$ cat src/rtl/sdram_pkg.sv
// Shared definitions for the SDRAM burst port scheduler.
//   SDRAM_ADDR_W  : default SDRAM word address width
//   SDRAM_BURST   : default burst length in words
//   sched_state_e : scheduler FSM states
//   chan_e        : channel identifier, used for round-robin bookkeeping
package sdram_pkg;

  localparam int         SDRAM_ADDR_W = 24;
  localparam logic [9:0] SDRAM_BURST  = 10'd256;

  typedef enum logic [2:0] {
    ST_IDLE     = 3'd0,
    ST_ARB      = 3'd1,
    ST_WR_REQ   = 3'd2,
    ST_WR_BURST = 3'd3,
    ST_RD_REQ   = 3'd4,
    ST_RD_BURST = 3'd5
  } sched_state_e;

  typedef enum logic {
    CH_WR = 1'b0,
    CH_RD = 1'b1
  } chan_e;

endpackage

$ cat src/rtl/sdram_addr_ptr.sv
// Per-channel burst address pointer.
// Holds the start address of the channel's next burst. Reloads the base while
// the scheduler is idle, advances by one burst at each burst end and wraps to
// the base when the following burst would run past the region end.
// Ports:
//   clk_i, srst_i : clock, synchronous active-high reset
//   load_i        : scheduler idle, force pointer to base
//   active_i      : this channel is in its REQ or BURST phase
//   done_i        : this channel's burst ends this cycle
//   flush_i       : return pointer to base (deferred while active)
//   base_i, end_i : inclusive word-address region
//   ptr_o         : current burst start address
//   wrap_o        : one-cycle pulse when the increment wraps to base
module sdram_addr_ptr
  import sdram_pkg::*;
#(
  parameter int         ADDR_W = SDRAM_ADDR_W,
  parameter logic [9:0] BURST  = SDRAM_BURST
) (
  input  logic              clk_i,
  input  logic              srst_i,
  input  logic              load_i,
  input  logic              active_i,
  input  logic              done_i,
  input  logic              flush_i,
  input  logic [ADDR_W-1:0] base_i,
  input  logic [ADDR_W-1:0] end_i,
  output logic [ADDR_W-1:0] ptr_o,
  output logic              wrap_o
);

  localparam logic [9:0] BURST_M1 = BURST - 10'd1;

  logic [ADDR_W-1:0] ptr_q, ptr_d;
  logic              pend_q, pend_d;
  logic              wrap_q, wrap_d;

  // Extra headroom bits so the end-of-next-burst comparison cannot overflow.
  logic [ADDR_W:0]   nxt;
  logic [ADDR_W+1:0] nxt_last;
  logic              over;

  assign nxt      = {1'b0, ptr_q} + {{(ADDR_W-9){1'b0}}, BURST};
  assign nxt_last = {1'b0, nxt} + {{(ADDR_W-8){1'b0}}, BURST_M1};
  assign over     = nxt_last > {2'b00, end_i};

  always_comb begin
    ptr_d  = ptr_q;
    pend_d = pend_q;
    wrap_d = 1'b0;
    if (load_i) begin
      ptr_d  = base_i;
      pend_d = 1'b0;
    end else if (done_i) begin
      // A pending or coincident flush replaces the increment and never wraps.
      pend_d = 1'b0;
      if (pend_q || flush_i) begin
        ptr_d = base_i;
      end else if (over) begin
        ptr_d  = base_i;
        wrap_d = 1'b1;
      end else begin
        ptr_d = nxt[ADDR_W-1:0];
      end
    end else if (flush_i) begin
      // The address must stay stable while the controller uses it.
      if (active_i) begin
        pend_d = 1'b1;
      end else begin
        ptr_d = base_i;
      end
    end
  end

  always_ff @(posedge clk_i) begin
    if (srst_i) begin
      ptr_q  <= '0;
      pend_q <= 1'b0;
      wrap_q <= 1'b0;
    end else begin
      ptr_q  <= ptr_d;
      pend_q <= pend_d;
      wrap_q <= wrap_d;
    end
  end

  assign ptr_o  = ptr_q;
  assign wrap_o = wrap_q;

endmodule

$ cat src/rtl/sdram_port_sched.sv
// Round-robin burst scheduler between the write/read FIFOs and the SDRAM
// controller user ports. Grants one burst at a time, drives request, start
// address and burst length, and advances per-channel pointers.
// Ports:
//   sys_clk, sys_rst           : clock, synchronous active-high reset
//   init_end                   : controller initialisation complete
//   wr_base/wr_end, rd_base/rd_end : inclusive address regions
//   wr_fifo_used, rd_fifo_used : FIFO fill levels
//   rd_enable                  : consumer wants read traffic
//   wr_flush, rd_flush         : return channel pointer to base
//   sdram_wr_ack, sdram_rd_ack : controller data-phase strobes
//   sdram_wr_req, sdram_rd_req : burst requests (registered)
//   sdram_wr_addr, sdram_rd_addr : burst start addresses (registered)
//   wr_burst_len, rd_burst_len : constant burst length
//   busy                       : a request or burst is in progress
//   wr_wrap, rd_wrap           : pointer wrapped to base
module sdram_port_sched
  import sdram_pkg::*;
#(
  parameter int         ADDR_W   = SDRAM_ADDR_W,
  parameter int         LVL_W    = 10,
  parameter logic [9:0] BURST    = SDRAM_BURST,
  parameter int         RD_DEPTH = 1024
) (
  input  logic              sys_clk,
  input  logic              sys_rst,
  input  logic              init_end,
  input  logic [ADDR_W-1:0] wr_base,
  input  logic [ADDR_W-1:0] wr_end,
  input  logic [ADDR_W-1:0] rd_base,
  input  logic [ADDR_W-1:0] rd_end,
  input  logic [LVL_W-1:0]  wr_fifo_used,
  input  logic [LVL_W-1:0]  rd_fifo_used,
  input  logic              rd_enable,
  input  logic              wr_flush,
  input  logic              rd_flush,
  input  logic              sdram_wr_ack,
  input  logic              sdram_rd_ack,
  output logic              sdram_wr_req,
  output logic              sdram_rd_req,
  output logic [ADDR_W-1:0] sdram_wr_addr,
  output logic [ADDR_W-1:0] sdram_rd_addr,
  output logic [9:0]        wr_burst_len,
  output logic [9:0]        rd_burst_len,
  output logic              busy,
  output logic              wr_wrap,
  output logic              rd_wrap
);

  sched_state_e state_q, state_d;
  chan_e        last_q, last_d;
  logic         wr_req_q, rd_req_q, busy_q;
  logic         wr_ack_q, rd_ack_q;

  logic         wr_elig, rd_elig;
  logic         wr_done, rd_done;

  logic [ADDR_W-1:0] base_a [2];
  logic [ADDR_W-1:0] end_a  [2];
  logic [ADDR_W-1:0] ptr_a  [2];
  logic [1:0]        active, done, flush, wrap;
  logic              load;

  assign wr_elig = 32'(wr_fifo_used) >= 32'(BURST);
  assign rd_elig = rd_enable && ((32'(rd_fifo_used) + 32'(BURST)) <= 32'(RD_DEPTH));

  always_comb begin
    state_d = state_q;
    last_d  = last_q;
    wr_done = 1'b0;
    rd_done = 1'b0;
    case (state_q)
      ST_IDLE: begin
        if (init_end) state_d = ST_ARB;
      end
      ST_ARB: begin
        if (!init_end) begin
          state_d = ST_IDLE;
        end else if (wr_elig && (!rd_elig || last_q == CH_RD)) begin
          state_d = ST_WR_REQ;
          last_d  = CH_WR;
        end else if (rd_elig) begin
          state_d = ST_RD_REQ;
          last_d  = CH_RD;
        end
      end
      ST_WR_REQ: begin
        if (sdram_wr_ack) state_d = ST_WR_BURST;
      end
      ST_WR_BURST: begin
        // Burst ends on the falling edge of the data-phase strobe.
        if (wr_ack_q && !sdram_wr_ack) begin
          wr_done = 1'b1;
          state_d = init_end ? ST_ARB : ST_IDLE;
        end
      end
      ST_RD_REQ: begin
        if (sdram_rd_ack) state_d = ST_RD_BURST;
      end
      ST_RD_BURST: begin
        if (rd_ack_q && !sdram_rd_ack) begin
          rd_done = 1'b1;
          state_d = init_end ? ST_ARB : ST_IDLE;
        end
      end
      default: state_d = ST_IDLE;
    endcase
  end

  // Outputs are decoded from the next state so they line up with the state
  // register and need no extra pipeline stage.
  always_ff @(posedge sys_clk) begin
    if (sys_rst) begin
      state_q  <= ST_IDLE;
      last_q   <= CH_RD;
      wr_req_q <= 1'b0;
      rd_req_q <= 1'b0;
      busy_q   <= 1'b0;
      wr_ack_q <= 1'b0;
      rd_ack_q <= 1'b0;
    end else begin
      state_q  <= state_d;
      last_q   <= last_d;
      wr_req_q <= (state_d == ST_WR_REQ);
      rd_req_q <= (state_d == ST_RD_REQ);
      busy_q   <= (state_d != ST_IDLE) && (state_d != ST_ARB);
      wr_ack_q <= sdram_wr_ack;
      rd_ack_q <= sdram_rd_ack;
    end
  end

  // Channel 0 is write, channel 1 is read.
  assign load      = (state_q == ST_IDLE);
  assign active[0] = (state_q == ST_WR_REQ) || (state_q == ST_WR_BURST);
  assign active[1] = (state_q == ST_RD_REQ) || (state_q == ST_RD_BURST);
  assign done      = {rd_done, wr_done};
  assign flush     = {rd_flush, wr_flush};
  assign base_a[0] = wr_base;
  assign base_a[1] = rd_base;
  assign end_a[0]  = wr_end;
  assign end_a[1]  = rd_end;

  generate
    for (genvar gi = 0; gi < 2; gi++) begin : g_ptr
      sdram_addr_ptr #(
        .ADDR_W (ADDR_W),
        .BURST  (BURST)
      ) u_ptr (
        .clk_i    (sys_clk),
        .srst_i   (sys_rst),
        .load_i   (load),
        .active_i (active[gi]),
        .done_i   (done[gi]),
        .flush_i  (flush[gi]),
        .base_i   (base_a[gi]),
        .end_i    (end_a[gi]),
        .ptr_o    (ptr_a[gi]),
        .wrap_o   (wrap[gi])
      );
    end
  endgenerate

  assign sdram_wr_req  = wr_req_q;
  assign sdram_rd_req  = rd_req_q;
  assign sdram_wr_addr = ptr_a[0];
  assign sdram_rd_addr = ptr_a[1];
  assign wr_burst_len  = BURST;
  assign rd_burst_len  = BURST;
  assign busy          = busy_q;
  assign wr_wrap       = wrap[0];
  assign rd_wrap       = wrap[1];

endmodule

$ cat config.mk
export PLATFORM = sky130hd
export DESIGN_NAME = sdram_port_sched
export DESIGN_NICKNAME = d
export VERILOG_FILES = /design/src/rtl/sdram_pkg.sv /design/src/rtl/sdram_addr_ptr.sv /design/src/rtl/sdram_port_sched.sv
export SDC_FILE = /design/constraint.sdc
export NUM_CORES = 1
export LEC_CHECK = 0
export BUFFER_PORTS_ARGS = -buffer_cell sky130_fd_sc_hd__buf_2
export CAP_MARGIN = 30
export CORE_MARGIN = 4
export CORE_UTILIZATION = 53
export DETAILED_ROUTE_END_ITERATION = 7
export GPL_TIMING_DRIVEN = 0
export PLACE_DENSITY = 0.83
export SKIP_LAST_GASP = 1
export SLEW_MARGIN = 20
export SYNTH_ARGS = -nofsm -noshare
export SYNTH_HDL_FRONTEND = slang
export SYNTH_SLANG_ARGS = --single-unit
$ cat constraint.sdc
create_clock -name sys_clk -period 4.9 [get_ports sys_clk]
set_input_delay 0.49 -clock sys_clk [delete_from_list [all_inputs] [get_ports sys_clk]]
set_output_delay 0.49 -clock sys_clk [all_outputs]
set_load 0.02 [all_outputs]
* Word level (Yosys, flattened, before mapping) *
Cells that the tools add are included.

cells by class
  $add $sub $neg = 5
  multiply operators = 0
  divide/modulo/power cells = 0
  $lt $le $gt $ge = 4
  eq/ne operators = 10
  shift operators = 0
  multiplexer cells = 30
  bitwise gates (word level) = 2
  reduce and logical (&&, ||, !) cells = 27

operator list
  cell                                                                                   number
  24-bit two-way mux                                                                     12
  25-bit by 8-bit adder with 26-bit output (second input constant)                       2
  26-bit by 24-bit greater-than comparator with 1-bit output                             2
  24-bit by 9-bit adder with 25-bit output (second input constant)                       2
  3-bit two-way mux                                                                      8
  3-bit case mux with 6 select lines                                                     1
  10-bit by 9-bit adder with 11-bit output (second input constant)                       1
  11-bit <= comparator (second input constant)                                           1
  10-bit by 9-bit greater-or-equal comparator with 1-bit output (second input constant)  1
  3-bit by 2-bit equality test with 1-bit output (second input constant)                 3
  3-bit equality test (second input constant)                                            3
  1-bit two-way mux                                                                      9
  3-bit nonzero test                                                                     3
  2-bit AND reduction                                                                    4
  4-bit OR reduction                                                                     2
  3-bit OR reduction                                                                     2
  1-bit logical AND                                                                      5
  1-bit logical OR                                                                       5
  3-bit by 1-bit equality test with 1-bit output (second input constant)                 1
  1-bit zero test                                                                        3
  3-bit zero test                                                                        1
  3-bit by 1-bit != test with 1-bit output (second input constant)                       1
  3-bit by 2-bit != test with 1-bit output (second input constant)                       1
  3-bit != test (second input constant)                                                  1
  other kinds (3)                                                                        4

storage, ports and cells
  bits in registers = 61
  latch bits = 0
  bits in writable memories = 0
  memory bits (read-only) = 0
  word-level logic and storage cells = 91
  memories = 0

* Longest topological paths before layout *
  depth after elaboration = 11
  depth in mapped cells = 22
  gate-level depth less buffers = 18

* Modules after synthesis *
From an unflattened synthesis, not the netlist that was laid out.

second synthesis, totals
  cells, all modules = 844
  area total of the unflattened synthesis = 6,431.2 um^2

modules (own cells, without submodules)
  module                            instances  cells each  area each (um^2)  sequential area each (um^2)
  sdram_addr_ptr at g_ptr[0].u_ptr  1          389         2,976.6           520.5
  sdram_addr_ptr at g_ptr[1].u_ptr  1          377         2,801.4           520.5
  sdram_port_sched                  1          78          653.1             180.2

* Least setup slack after synthesis *
Ideal clock, no wire load.

  path type = register -> register
  start = register g_ptr[0].u_ptr.ptr_q[9]
  end = register g_ptr[0].u_ptr.ptr_q[19]
  setup time = 0.122 ns
  arrival time = 4.318 ns
  slack = 0.460 ns
  cell stages (with the launch flop) = 19
  path buffers = 1
  period minus slack after synthesis = 4.440 ns
  cell sequence = dfxtp_1 ha_1 nor2_1 a221o_1 o21ba_1 or4_4 nor3_1 nand2_1 nor3_1 xnor2_1 ha_1 nand2_1 nor4_1 nand4_1 o31a_1 a211oi_2 buf_2 nor4b_1 a311o_1

between the ends
  word-level cells in the longest chain between the ends = 7

RTL lines
  item                                                        line                  RTL
  from (decl)                                                 sdram_addr_ptr.sv:34  logic [ADDR_W-1:0] ptr_q, ptr_d;
  from (signal assigned)                                      sdram_addr_ptr.sv:81  ptr_q <= ptr_d;
  24-bit by 9-bit adder with 25-bit output (*)                sdram_addr_ptr.sv:43  assign nxt = {1'b0, ptr_q} + {{(ADDR_W-9){1'b0}}, BURST};
  25-bit by 8-bit adder with 26-bit output                    sdram_addr_ptr.sv:44  assign nxt_last = {1'b0, nxt} + {{(ADDR_W-8){1'b0}}, BURST_M1};
  26-bit by 24-bit greater-than comparator with 1-bit output  sdram_addr_ptr.sv:45  assign over = nxt_last > {2'b00, end_i};
  24-bit two-way mux (*)                                      sdram_addr_ptr.sv:59  end else if (over) begin
  24-bit two-way mux (*)                                      sdram_addr_ptr.sv:57  if (pend_q || flush_i) begin
  24-bit two-way mux (*)                                      sdram_addr_ptr.sv:54  end else if (done_i) begin
  24-bit two-way mux (*)                                      sdram_addr_ptr.sv:51  if (load_i) begin

Every way passes the cells marked *; elsewhere a longest branch is shown, timed or not.
A chain may end at the register's enable or synchronous reset.

* Final worst setup path *
  start = register g_ptr[0].u_ptr.ptr_q[9]
  end = register g_ptr[0].u_ptr.ptr_q[20]

The elaborated chain is that of the path after synthesis.

==> run_results.csv <==
group,metric,value,unit
die,start_util,53.91,%
global_routing,grt_start_max_net_pins,14,
cts,clkSinkCount,61,
cts,clk_pin_slew,0.06,ns
worst_setup_path,reg2reg_slack,0.23,ns
route,ant_nets,0,
die,std_cell_rows,39,
power_and_ir_drop,pwr-share-seq,32.4,%
worst_setup_path,r2r-start,"g_ptr[0].u_ptr.ptr_o[9]$_SDFFE_PP0P_",
worst_setup_path,crit_fanout,10,
route,routedWlPerCell,15.99,um
cts,tritoncts,"done",
global_routing,grt_first_pass_wirelength,28700,um
cts,htree_levels,3,
die,io_pins,197,
status,status,"completed",
sta,worstMarginPinSlew,0.6549,ns
logic_synthesis,yosys_warnings,0,
worst_setup_path,r2r_cells,19,
power_and_ir_drop,switchingPower,0.6714,mW
sta,slew_headroom,55.97,%
power_and_ir_drop,p_int,1.134,mW
worst_setup_path,critPathKind,"reg -> reg",
sta,fmax,214.1,MHz
cts,numCtsBuffers,9,
worst_setup_path,critPathBufInv,1,
sta,finalSetupViolCount,0,
global_routing,grt_use_total,26.91,%
cts,cts_root_buf,"clkbuf_16",
route,vias,6767,
cts,post_cts.repair.setup_buffers,0,
sta,min_period_over_period,95.32,%
sta,final_hold_viol_count,0,
power_and_ir_drop,max-vdd-ir-drop,209.2,uV
worst_hold_path,min_from,"wr_base[2]",
route,dr.pass1.iters,5,
cells_and_area,drive_above_1_share,25.27,%
worst_setup_path,arrival,4.89,ns
worst_setup_path,slowest_delay,0.59,ns
cells_and_area,final_util,67.16,%
worst_setup_path,cp.required,5.11,ns
run,maxCapViolations,0,
cts,insertion_delay,0.34,ns
logic_synthesis,seq_area_frac_synth,19.92,%
die,core_region_area,11370,um2
sta,slew_viol_final,0,
route,viasPerCell,5.774,
worst_hold_path,hold_path_end,"g_ptr[0].u_ptr.ptr_o[2]$_SDFFE_PP0P_",
worst_setup_path,crit_chain,"ha_4 -> nand3_2 -> nor2_1 -> xnor2_1 -> or4_4 -> nor3_2 -> nand2_1 -> nor3_2 -> xnor2_1 -> ha_1 -> nand2_1 -> nor4_2 -> o21ai_0 -> a31oi_1 -> o31a_1 -> a211oi_4 -> clkbuf_4 -> nor4b_2 -> a311o_1",
power_and_ir_drop,pwr-share-comb,34.1,%
route,drt-total-wl,18740,um
power_and_ir_drop,leakage,3.539,nW
power_and_ir_drop,clockPowerShare,33.5,%
global_routing,overflow,0,
worst_setup_path,r2r-end,"g_ptr[0].u_ptr.ptr_o[20]$_SDFFE_PP0P_",
logic_synthesis,async_flop_share,0,%
worst_setup_path,cp_top_family,"simple AND/OR/NAND/NOR gates",
global_routing,grt_pass1_vias,5970,
place,port_buffers,168,
cells_and_area,synthToLayoutAreaGrowth,24.58,%
die,fp.dieW,115.5,um
logic_synthesis,yosysMostFrequentCell,"inv_1",
worst_setup_path,slowest_stage,"or4_4",
logic_synthesis,synth_top_area_share,19.92,%
route,route.detailed.drc,0,
die,die_h,115.5,um
die,dieArea,13350,um2
worst_setup_path,start_kind,"flip-flop",
cts,clockBufferDepth,2,
logic_synthesis,ys.flop_type,"dfxtp_1",
sta,setup_ws,0.2292,ns
place,post-place-ws,-0.2648,ns
worst_setup_path,end_kind,"flip-flop",
power_and_ir_drop,power_density,236.4,nW/um2
cells_and_area,n_antenna_cell,0,
logic_synthesis,synth.area.top_cells,"dfxtp_1 20%, ha_1 11%, xnor2_1 6.6%",
logic_synthesis,yosysTopAreaCell,"dfxtp_1",
logic_synthesis,ys_seq_elements,61,
worst_hold_path,hold_class,"in -> reg",
power_and_ir_drop,swShare,37.19,%
logic_synthesis,ys_top_cells_by_count,"69 x inv_1, 61 x dfxtp_1, 61 x nand2_1, 54 x ha_1, 53 x nor2_1",
logic_synthesis,syn_inst,826,
logic_synthesis,syn_area_per_cell,7.421,um2
sta,finalCriticalPeriod,4.671,ns
sta,skew,0.008402,ns
route,first_iter_violations,512,
place,gp_congestion,0.9822,
worst_hold_path,hold_depth,2,
global_routing,antenna_found_initial,0,
place,place_hpwl,15020,um
logic_synthesis,syn-cell-area,6130,um2
logic_synthesis,synth_edf_count,0,
logic_synthesis,ys_types,68,
cells_and_area,num-nets-final,1202,
-- flip-flops by register name, indices dropped and copies added (netlist names) --
name	flops
busy	1
g_ptr.u_ptr.pend_q	2
g_ptr.u_ptr.ptr_o	48
g_ptr.u_ptr.wrap_o	2
last_q	1
rd_ack_q	1
sdram_rd_req	1
sdram_wr_req	1
state_q	3
wr_ack_q	1
-- layout by cell type (no fill, tap or decap), drive strengths merged, types with 4 or more instances in the layout --
cell type and count:
buf 204, inv 72, nand2 61, dfxtp 61, ha 54, nor2 53, xnor2 46, clkbuf 45
nand3 40, nor3 39, o21ai 37, a21oi 36, nand4 21, a31oi 20, conb 20, nand3b 17
xor2 17, nor4 17, nor4b 14, or3 11, and2 10, and3 9, mux2i 9, o211a 8
a31o 8, nand2b 7, o31ai 7, a211oi 7, o21a 6, a21o 5, a311o 5, or2 4
o22ai 4, nor3b 4, a211o 4, o311ai 4, clkinvlp 4
-- stage by stage --
| step | setup TNS [ns] | hold slack (ns) | cell area, um2 | cells | power [mW] |
|---|---|---|---|---|---|
| 2_1_floorplan | 0 | 0.4773 | 6197 | 844 | 0.9969 |
| 5_1_grt | -0.0004294 | 0.3901 | 7636 | 1172 | 1.903 |
| 6_report | 0 | 0.3868 | 7636 | 1172 | 1.806 |
| 3_3_place_gp | -0.9264 | 0.4951 | 7217 | 1155 | 1.175 |
| 3_5_place_dp | -3.659 | 0.5095 | 7217 | 1155 | 1.186 |
| 4_1_cts | 0 | 0.3804 | 7518 | 1171 | 1.788 |
-- power by group through the flow --
| stage | combinational (mW) | clock (mW) | sequential [mW] |
|---|---|---|---|
| after floorplan | 0.377 | 0 | 0.620 |
| after global placement | 0.585 | 0 | 0.590 |
| after detailed placement | 0.595 | 0 | 0.591 |
| after CTS | 0.599 | 0.609 | 0.581 |
| after global routing | 0.683 | 0.632 | 0.588 |
| final | 0.616 | 0.606 | 0.584 |
-- worst max path at each step --
stage | end | startpoint | slack (ns) | cells past startpoint
final | g_ptr[0].u_ptr.ptr_o[20]$_SDFFE_PP0P_ | g_ptr[0].u_ptr.ptr_o[9]$_SDFFE_PP0P_ | 0.23 | 19
after floorplan | g_ptr[0].u_ptr.ptr_o[19]$_SDFFE_PP0P_ | g_ptr[0].u_ptr.ptr_o[9]$_SDFFE_PP0P_ | 0.46 | 18
after global routing | g_ptr[1].u_ptr.ptr_o[19]$_SDFFE_PP0P_ | g_ptr[1].u_ptr.ptr_o[8]$_SDFFE_PP0P_ | -0.0004 | 18
after CTS | g_ptr[1].u_ptr.ptr_o[10]$_SDFFE_PP0P_ | g_ptr[1].u_ptr.ptr_o[8]$_SDFFE_PP0P_ | 0.03 | 17
after detailed placement | g_ptr[1].u_ptr.ptr_o[10]$_SDFFE_PP0P_ | g_ptr[1].u_ptr.ptr_o[8]$_SDFFE_PP0P_ | -0.26 | 17
after global placement | g_ptr[1].u_ptr.ptr_o[10]$_SDFFE_PP0P_ | g_ptr[1].u_ptr.ptr_o[8]$_SDFFE_PP0P_ | -0.15 | 17
-- kinds of logic after synthesis --
group	synth area share, %
compound gates	19.53
xor+xnor	9.002
fa+ha+maj	11.02
buf+inv	10.49
flops	19.92
mux	1.837
other cells	0.1225
simple gates	28.07
-- what timing repair did --
action | 4_1_cts | 5_1_grt
gates cloned | 0 | 0
pin swaps | 0 | 1
hold buffers | 0 | 0
gates resized for setup | 5 | 27
setup endpoints to repair | 41 | 48
-- routing by layer --
metal	wire, um	up-vias	part of all wire [%]	global-route usage (%)
met5	0	-	0	0
met4	269	0	1.4	5.477
met3	1891	24	10	6.632
met2	8517	295	45	42.86
met1	8063	3100	43	37.20
li1	-	3348	-	-
-- final cells by class --
| class | instances | area (um2) |
|---|---|---|
| plain buffers | 71 | 397.9 |
| clock buffers | 9 | 225.2 |
| clock inverters | 7 | 58.81 |
| fillers | 1022 | 3734 |
| inverters | 69 | 259.0 |
| multi-input cells | 643 | 4447 |
| flip-flops and latches | 61 | 1224 |
| well taps | 143 | 178.9 |
| repair buffers | 169 | 845.8 |
Note: power is estimated with default switching activity, not from simulation.
